$ cat config.mk
export PLATFORM = sky130hd
export DESIGN_NAME = demux_router_flat
export DESIGN_NICKNAME = d
export VERILOG_FILES = /design/src/rtl/demux_pkg.sv /design/src/rtl/demux_router_if.sv /design/src/rtl/demux_sel_decode.sv /design/src/rtl/demux_router.sv /design/src/flat_wrapper.sv
export SDC_FILE = /design/constraint.sdc
export NUM_CORES = 1
export LEC_CHECK = 0
export BUFFER_PORTS_ARGS = -buffer_cell sky130_fd_sc_hd__buf_2
export CORE_MARGIN = 5
export CORE_UTILIZATION = 31
export CTS_CLUSTER_SIZE = 8
export DETAILED_ROUTE_END_ITERATION = 8
export PLACE_DENSITY = 0.75
export SLEW_MARGIN = 25
export SYNTH_ARGS = -nofsm -noshare
export SYNTH_HDL_FRONTEND = slang
export SYNTH_SLANG_ARGS = --single-unit
$ cat constraint.sdc
create_clock -name clk -period 1.35 [get_ports clk]
set_clock_uncertainty 0.2 [all_clocks]
set_input_delay 0.27 -clock clk [delete_from_list [all_inputs] [get_ports clk]]
set_output_delay 0.27 -clock clk [all_outputs]
set_load 0.1 [all_outputs]
$ cat src/rtl/demux_pkg.sv
// -----------------------------------------------------------------------------
// demux_pkg
// Shared constants and types for the demux_router block.
//   CNT_W   : width of each per-channel delivery counter
//   CNT_MAX : saturation value of the delivery counters
//   state_t : holding-register state (EMPTY / FULL)
// -----------------------------------------------------------------------------
package demux_pkg;

  localparam int              CNT_W   = 16;
  localparam logic [CNT_W-1:0] CNT_MAX = 16'hFFFF;

  typedef enum logic {
    EMPTY = 1'b0,
    FULL  = 1'b1
  } state_t;

endpackage

$ cat src/rtl/demux_router_if.sv
// -----------------------------------------------------------------------------
// demux_router_if
// Bundles the input handshake, the N_OUT output channels, the sticky select
// error flag and the per-channel delivery counters of demux_router.
//   master : the environment (drives in_*, out_ready)
//   slave  : the demux_router itself
// Channel k of out_data occupies bits [k*WIDTH +: WIDTH]; channel k of
// cnt_out occupies bits [k*CNT_W +: CNT_W].
// -----------------------------------------------------------------------------
interface demux_router_if #(
  parameter int WIDTH = 1,
  parameter int N_OUT = 4,
  parameter int SEL_W = $clog2(N_OUT)
);
  import demux_pkg::*;

  logic [WIDTH-1:0]       in_data;
  logic [SEL_W-1:0]       in_sel;
  logic                   in_valid;
  logic                   in_ready;
  logic [N_OUT*WIDTH-1:0] out_data;
  logic [N_OUT-1:0]       out_valid;
  logic [N_OUT-1:0]       out_ready;
  logic                   err_sel;
  logic [N_OUT*CNT_W-1:0] cnt_out;

  modport master (
    output in_data, in_sel, in_valid, out_ready,
    input  in_ready, out_data, out_valid, err_sel, cnt_out
  );

  modport slave (
    input  in_data, in_sel, in_valid, out_ready,
    output in_ready, out_data, out_valid, err_sel, cnt_out
  );

endinterface

$ cat src/rtl/demux_sel_decode.sv
// -----------------------------------------------------------------------------
// demux_sel_decode
// Turns the held select into a one-hot channel vector, all zero while the
// holding register is empty.
//   i_sel    : held channel index
//   i_full   : holding register contains a word
//   o_onehot : one bit per channel, at most one set
// -----------------------------------------------------------------------------
module demux_sel_decode #(
  parameter int N_OUT = 4,
  parameter int SEL_W = $clog2(N_OUT)
) (
  input  logic [SEL_W-1:0] i_sel,
  input  logic             i_full,
  output logic [N_OUT-1:0] o_onehot
);

  always_comb begin
    // NOTE: every combinational output gets a default before any branch so
    // that no path leaves it unassigned and a latch is never inferred.
    o_onehot = '0;
    for (int k = 0; k < N_OUT; k++) begin
      if (i_full && (i_sel == SEL_W'(k))) o_onehot[k] = 1'b1;
    end
  end

endmodule

$ cat src/rtl/demux_router.sv
// -----------------------------------------------------------------------------
// demux_router
// Registered 1:N demultiplexer with a valid/ready handshake through a single
// holding register. A word accepted with an in-range select is presented on
// its channel the following cycle; an out-of-range select drops the word and
// sets the sticky err_sel flag.
//   clk   : rising-edge clock
//   rst_n : synchronous active-low reset
//   bus   : demux_router_if.slave (in_*, out_*, err_sel, cnt_out)
// Build option: define DEMUX_COUNT_EN for saturating 16-bit per-channel
// delivery counters on cnt_out; otherwise cnt_out is tied to zero.
// -----------------------------------------------------------------------------
module demux_router
  import demux_pkg::*;
#(
  parameter  int WIDTH = 1,
  parameter  int N_OUT = 4,
  localparam int SEL_W = $clog2(N_OUT)
) (
  input  logic           clk,
  input  logic           rst_n,
  demux_router_if.slave  bus
);

  // N_OUT needs one extra bit when it is a power of two.
  localparam logic [SEL_W:0] N_OUT_V = (SEL_W + 1)'(N_OUT);

  state_t           r_state;
  state_t           w_next_state;
  logic [WIDTH-1:0] r_hold_data;
  logic [SEL_W-1:0] r_hold_sel;
  logic             r_err_sel;
  logic             r_in_ready_en;  // low from a reset edge until rst_n is seen high

  logic [N_OUT-1:0]       w_onehot;
  logic [N_OUT*WIDTH-1:0] w_out_data;
  logic                   w_pop;
  logic                   w_in_ready;
  logic                   w_accept;
  logic                   w_sel_ok;
  logic                   w_load;
  logic                   w_err_set;

  demux_sel_decode #(
    .N_OUT (N_OUT),
    .SEL_W (SEL_W)
  ) u_sel_decode (
    .i_sel    (r_hold_sel),
    .i_full   (r_state == FULL),
    .o_onehot (w_onehot)
  );

  // Only the ready of the channel currently holding the word matters.
  assign w_pop      = |(w_onehot & bus.out_ready);
  assign w_in_ready = r_in_ready_en & ((r_state == EMPTY) | w_pop);
  assign w_accept   = bus.in_valid & w_in_ready;
  assign w_sel_ok   = ({1'b0, bus.in_sel} < N_OUT_V);
  assign w_err_set  = w_accept & ~w_sel_ok;

  always_comb begin
    w_next_state = r_state;
    w_load       = 1'b0;
    case (r_state)
      EMPTY: begin
        if (w_accept && w_sel_ok) begin
          w_next_state = FULL;
          w_load       = 1'b1;
        end
      end
      FULL: begin
        // Pop and accept together replace the word with no bubble.
        if (w_pop) begin
          if (w_accept && w_sel_ok) w_load       = 1'b1;
          else                      w_next_state = EMPTY;
        end
      end
      default: w_next_state = EMPTY;
    endcase
  end

  always_ff @(posedge clk) begin
    // NOTE: sequential state uses non-blocking assignments so every register
    // samples pre-edge values regardless of statement order.
    if (!rst_n) begin
      r_state       <= EMPTY;
      r_hold_data   <= '0;
      r_hold_sel    <= '0;
      r_err_sel     <= 1'b0;
      r_in_ready_en <= 1'b0;
    end else begin
      r_state       <= w_next_state;
      r_in_ready_en <= 1'b1;
      if (w_load) begin
        r_hold_data <= bus.in_data;
        r_hold_sel  <= bus.in_sel;
      end
      if (w_err_set) r_err_sel <= 1'b1;
    end
  end

  always_comb begin
    w_out_data = '0;
    for (int k = 0; k < N_OUT; k++) begin
      if (w_onehot[k]) w_out_data[k*WIDTH +: WIDTH] = r_hold_data;
    end
  end

  assign bus.in_ready  = w_in_ready;
  assign bus.out_valid = w_onehot;
  assign bus.out_data  = w_out_data;
  assign bus.err_sel   = r_err_sel;

`ifdef DEMUX_COUNT_EN
  logic [N_OUT-1:0][CNT_W-1:0] r_cnt;

  always_ff @(posedge clk) begin
    if (!rst_n) begin
      r_cnt <= '0;
    end else begin
      for (int k = 0; k < N_OUT; k++) begin
        if (w_onehot[k] && bus.out_ready[k] && (r_cnt[k] != CNT_MAX))
          r_cnt[k] <= r_cnt[k] + CNT_W'(1);
      end
    end
  end

  assign bus.cnt_out = r_cnt;
`else
  assign bus.cnt_out = '0;
`endif

endmodule
$ cat src/flat_wrapper.sv
// flat-port wrapper written by rule: the top's interface ports become plain ports
module demux_router_flat import demux_pkg::*;
#(
  parameter  int WIDTH = 1,
  parameter  int N_OUT = 4,
  localparam int SEL_W = $clog2(N_OUT)
)
  (clk, rst_n, bus_in_data, bus_in_sel, bus_in_valid, bus_out_ready, bus_in_ready, bus_out_data, bus_out_valid, bus_err_sel, bus_cnt_out);
  demux_router_if #(.WIDTH(WIDTH), .N_OUT(N_OUT)) bus_i ();
  input  logic clk;
  input  logic rst_n;
  input wire logic [$bits(bus_i.in_data)-1:0] bus_in_data;
  input wire logic [$bits(bus_i.in_sel)-1:0] bus_in_sel;
  input wire logic [$bits(bus_i.in_valid)-1:0] bus_in_valid;
  input wire logic [$bits(bus_i.out_ready)-1:0] bus_out_ready;
  output wire logic [$bits(bus_i.in_ready)-1:0] bus_in_ready;
  output wire logic [$bits(bus_i.out_data)-1:0] bus_out_data;
  output wire logic [$bits(bus_i.out_valid)-1:0] bus_out_valid;
  output wire logic [$bits(bus_i.err_sel)-1:0] bus_err_sel;
  output wire logic [$bits(bus_i.cnt_out)-1:0] bus_cnt_out;
  assign bus_i.in_data = bus_in_data;
  assign bus_i.in_sel = bus_in_sel;
  assign bus_i.in_valid = bus_in_valid;
  assign bus_i.out_ready = bus_out_ready;
  assign bus_in_ready = bus_i.in_ready;
  assign bus_out_data = bus_i.out_data;
  assign bus_out_valid = bus_i.out_valid;
  assign bus_err_sel = bus_i.err_sel;
  assign bus_cnt_out = bus_i.cnt_out;
  demux_router #(.WIDTH(WIDTH), .N_OUT(N_OUT)) u_core (.clk(clk), .rst_n(rst_n), .bus(bus_i));
endmodule
# Word level (Yosys, flattened, before mapping)
# Cells that the tools add are included.
[op_classes]
n_bitwise = 5
eq_ne = 3
n_reduce_logical = 6
n_mux = 14
[ops]
columns = ["op", "count"]
rows = [
  ["$mux W1", 12],
  ["$and A4 B4 Y4", 1],
  ["$eq A2 B2 Y1 const B", 2],
  ["$logic_and A1 B1 Y1", 4],
  ["$pmux W1 S2", 2],
  ["$reduce_or A4 Y1", 1],
  ["$and A1 B1 Y1", 2],
  ["$eq A2 B1 Y1 const B", 1],
  ["$logic_not A2 Y1", 1],
  ["$not A1 Y1", 1],
  ["$or A1 B1 Y1", 1],
]
[totals]
inputBits = 10
out_inout_bits = 74
ff_bits = 5
elab_cells = 32

# Longest topological paths before layout
[depth]
depth_word = 11
ltp_mapped = 4
depth_no_buf = 3

# By module
# From an unflattened synthesis, not the netlist that was laid out.
[hier_totals]
hier_cells = 104
hier_area_um2 = 810.8
[by_module_without_submodules]
columns = ["mod", "instances", "area_per_inst_um2", "seq_area_each_um2", "cells_per_inst"]
rows = [
  ["demux_router", 1, 773.2, 100.1, 100],
  ["demux_sel_decode", 1, 37.5, 0.0, 4],
]

# Worst setup path after synthesis
# No wires, ideal clock.
[synth_timing]
path_type = "flip-flop to output port"
start = "reg u_core.r_hold_sel[1]"
end = "out bus_out_data[0]"
t_arrival_ps = 1814
stages_incl_launch_ff = 4
required_time_ps = 880
slack_ps = -934
n_path_buf = 1
cell_sequence = "dfxtp_1 > buf_6 > nand2b_1 > nor2_1"
[synth_via]
elab_chain_len = 4
[synth_lines]
columns = ["element", "line", "rtl"]
rows = [
  ["start: declaration", "demux_router.sv:31", "logic [SEL_W-1:0] r_hold_sel;"],
  ["start signal: assignment", "demux_router.sv:95", "r_hold_sel <= bus.in_sel;"],
  ["$logic_not A2 Y1", "demux_sel_decode.sv:23", "if (i_full && (i_sel == SEL_W'(k))) o_onehot[k] = 1'b1;"],
  ["$logic_and A1 B1 Y1", "demux_sel_decode.sv:23", ""],
  ["$mux W1", "demux_sel_decode.sv:23", ""],
  ["$mux W1", "demux_router.sv:104", "if (w_onehot[k]) w_out_data[k*WIDTH +: WIDTH] = r_hold_data;"],
  ["end: declaration", "flat_wrapper.sv:17", "output wire logic [$bits(bus_i.out_data)-1:0] bus_out_data;"],
]
# No other way between the ends.

# Final worst setup path
[layout_timing]
start = "reg u_core.r_hold_sel[1]"
end = "out bus_in_ready"
[layout_via]
elab_chain_len = 7
word_cells_on_any_way = 16
classes_between = "3 x eq/ne; 4 x mux; 3 x bitwise; 6 x reduce/logical"
[layout_lines]
columns = ["element", "line", "rtl"]
rows = [
  ["$eq A2 B1 Y1 (tied with other cells)", "demux_sel_decode.sv:23", ""],
  ["$logic_and A1 B1 Y1", "demux_sel_decode.sv:23", ""],
  ["$mux W1", "demux_sel_decode.sv:23", ""],
  ["$and A4 B4 Y4 *", "demux_router.sv:54", "assign w_pop = |(w_onehot & bus.out_ready);"],
  ["$reduce_or A4 Y1 *", "demux_router.sv:54", ""],
  ["$or A1 B1 Y1 *", "demux_router.sv:55", "assign w_in_ready = r_in_ready_en & ((r_state == EMPTY) | w_pop);"],
  ["$and A1 B1 Y1 *", "demux_router.sv:55", ""],
  ["end: declaration", "flat_wrapper.sv:16", "output wire logic [$bits(bus_i.in_ready)-1:0] bus_in_ready;"],
]
# Mark *: on every way between the ends. The rest lies on a longest branch, timed or not.

==> impl_metrics.yaml <==
run_status:
  outcome: "finished, violations left"
  failed_checks: "negative setup slack"
timing:
  min_period_over_period_pct: 133
  hold_violations: 0
  min_period_ps: 1790
  slew_violations: 0
  finalSetupViolCount: 12
  rsz0062_at_grt: "true"
  fmax_ghz: 0.558
  fin_ws_ps: -444
finish:
  final_nets: 142
  fillers: 246
  area_growth_pct: 27.4
  drive_gt1_share_pct: 38.9
  diodes: 0
  finish.utilization_pct: 41.1
floorplanning:
  rows: 18
  start_util_pct: 32.2
  coreArea_um2: 2480
  io_pins: 84
  die_y_um: 60.7
  die-width_um: 60.7
  die_area_um2: 3690
critical_path:
  r2r_cells: 4
  crit_required_ps: 880
  r2r-start: "u_core.r_hold_sel[1]$_SDFFE_PN0P_"
  critical_path_arrival_ps: 1320
  reg2reg_slack_ps: -200
  startpoint: "u_core.r_hold_sel[1]$_SDFFE_PN0P_"
  endpoint: "bus_in_ready"
  endpoint_kind: "output pin"
  cp_max_fo: 3
  start_kind: "flop"
  path_class: "reg -> out"
  rr_endpoint: "u_core.r_hold_sel[1]$_SDFFE_PN0P_"
clock_tree:
  cts.sink_count: 5
  cts_tree: "done"
  hold_buffers: 0
  root_buffer: "clkbuf_4"
  path_clk_slew_ps: 40
  cts_made_buffers: 3
  clkLatencyLatePin_ps: 240
  htree_levels: 1
  clock_path_buffers: 2
synthesis:
  syn_inst: 102
  yosysSeqAreaShare_pct: 12.5
  syn_area_um2: 798
  netlist_top_cells_count: "buf_4 (65), nand2_1 (9), nor2_1 (6)"
  postSynthRegisterBits: 5
  synthArstFlopShare_pct: 0
  netlist_top_cells_area: "buf_4 (61%), dfxtp_1 (13%), mux2i_1 (5.0%), nand2_1 (4.2%), a221oi_4 (3.3%)"
  synth_top_area_share_pct: 61.1
  yosysWarnings: 0
  post_synth_num_cell_types: 15
  synth_enable_flop_cells: 0
  synth_most_common_cell: "buf_4"
  syn_area_per_cell_um2: 7.83
  synth_top_cell_by_area: "buf_4"
  yosys_most_used_dff: "dfxtp_1"
global_route:
  grt_pass1_wl_mm: 1.86
  antenna_found_initial: 0
  grt_max_degree: 9
  grt_remaining_overflow: 0
  grt_use_total_pct: 7.12
  grt_pass1_vias: 469
power_and_ir_drop:
  finalPower_mw: 1.30
  vdd_drop_max_v: 0.000641
  p_leak_nw: 0.507
  powerDensity_nw_per_um2: 1270
drt:
  ant_nets: 0
  first_pass_iters: 2
  via_per_inst: 3.30
  wirelength_mm: 1.45
  drt_iter0_drc: 5
  avgRoutedWirePerCell_um: 9.03
  drc_errors: 0
  vias: 531
worst_hold_path:
  hold_class: "in -> reg"
place:
  place.gp.congestion: 0.688
  port_buffers: 18
  place_ws_ps: -289
  dp_hpwl_mm: 1.33
job:
  max_cap_viol_count: 0
critical path, cell delays in order (launching register included):
cell,delay [ps]
dfxtp_2,380
mux2i_2,290
a22oi_2,100
and2_4,150
buf_12,160
how the worst min path moves through the flow:
stage | start | to | slack [ps] | cells past startpoint
after floorplan | rst_n | u_core.r_in_ready_en$_DFF_P_ | 100 | 0
after global placement | u_core.r_hold_data$_SDFFE_PN0P_ | u_core.r_hold_data$_SDFFE_PN0P_ | 260 | 2
after detailed placement | rst_n | u_core.r_in_ready_en$_DFF_P_ | 270 | 1
after CTS | rst_n | u_core.r_in_ready_en$_DFF_P_ | 20 | 1
after global routing | rst_n | u_core.r_in_ready_en$_DFF_P_ | 30 | 1
final | rst_n | u_core.r_in_ready_en$_DFF_P_ | 20 | 1
per-layer routing:
metal | global-route usage [%] | part of all wire [%]
met5 | 0 | 0
met4 | 6.50 | 1.0
met3 | 2.55 | 18
met2 | 13.4 | 60
met1 | 5.47 | 21
registers in the layout (all words and copies together), names as in the netlist:
name                  count
u_core.r_hold_sel         2
u_core.r_hold_data        1
u_core.r_in_ready_en      1
u_core.r_state            1
cells in the final DEF, fill, tap and decap left out, types with 2 or more instances in the layout:
cell type,count
and2_4,2
buf_12,9
buf_2,9
buf_4,7
buf_6,2
clkbuf_4,3
conb_1,65
dfxtp_1,2
dfxtp_4,2
mux2i_1,3
nand2_1,7
nand2b_4,2
nor2_4,6
cell families (layout without fill, tap and decap cells):
group | count (synthesis) | after routing | synth area share [%]
buffers and inverters | 66 | 31 | 62.5
DFF | 5 | 5 | 12.5
other | 1 | 65 | 0.470
muxes | 5 | 5 | 6.74
AOI/OAI and AO/OA | 3 | 3 | 5.17
and+or+nand+nor | 22 | 22 | 12.5
report_power, final:
part	switching (mW)	internal, mW
logic	0.881	0.0799
registers	0.00825	0.155
clock network	0.0603	0.112
stage by stage:
step,hold WS (ps),area [um^2],cells,TNS [ps]
after floorplan,97.7,1140,166,-1780
after global placement,261,961,156,-1670
after detailed placement,274,961,156,-2180
after CTS,23.7,1000,161,-3660
after global routing,31.8,1020,161,-4140
final,24.2,1020,161,-3520
layout make-up:
cell class | count | area [um^2] | area share, %
Clock buffer | 4 | 26.3 | 2.58
Timing Repair Buffer | 27 | 300 | 29.5
Tap cell | 30 | 37.5 | 3.69
Multi-Input combinational cell | 95 | 544 | 53.5
Sequential cell | 5 | 109 | 10.7
what timing repair did:
item / CTS / global route
pin swaps: 2 / 2
setup buffers: 1 / 0
resized for setup: 4 / 2
hold endpoints to repair: 0 / 0
setup endpoints to repair: 12 / 12
Note: power is estimated with default switching activity, not from simulation.
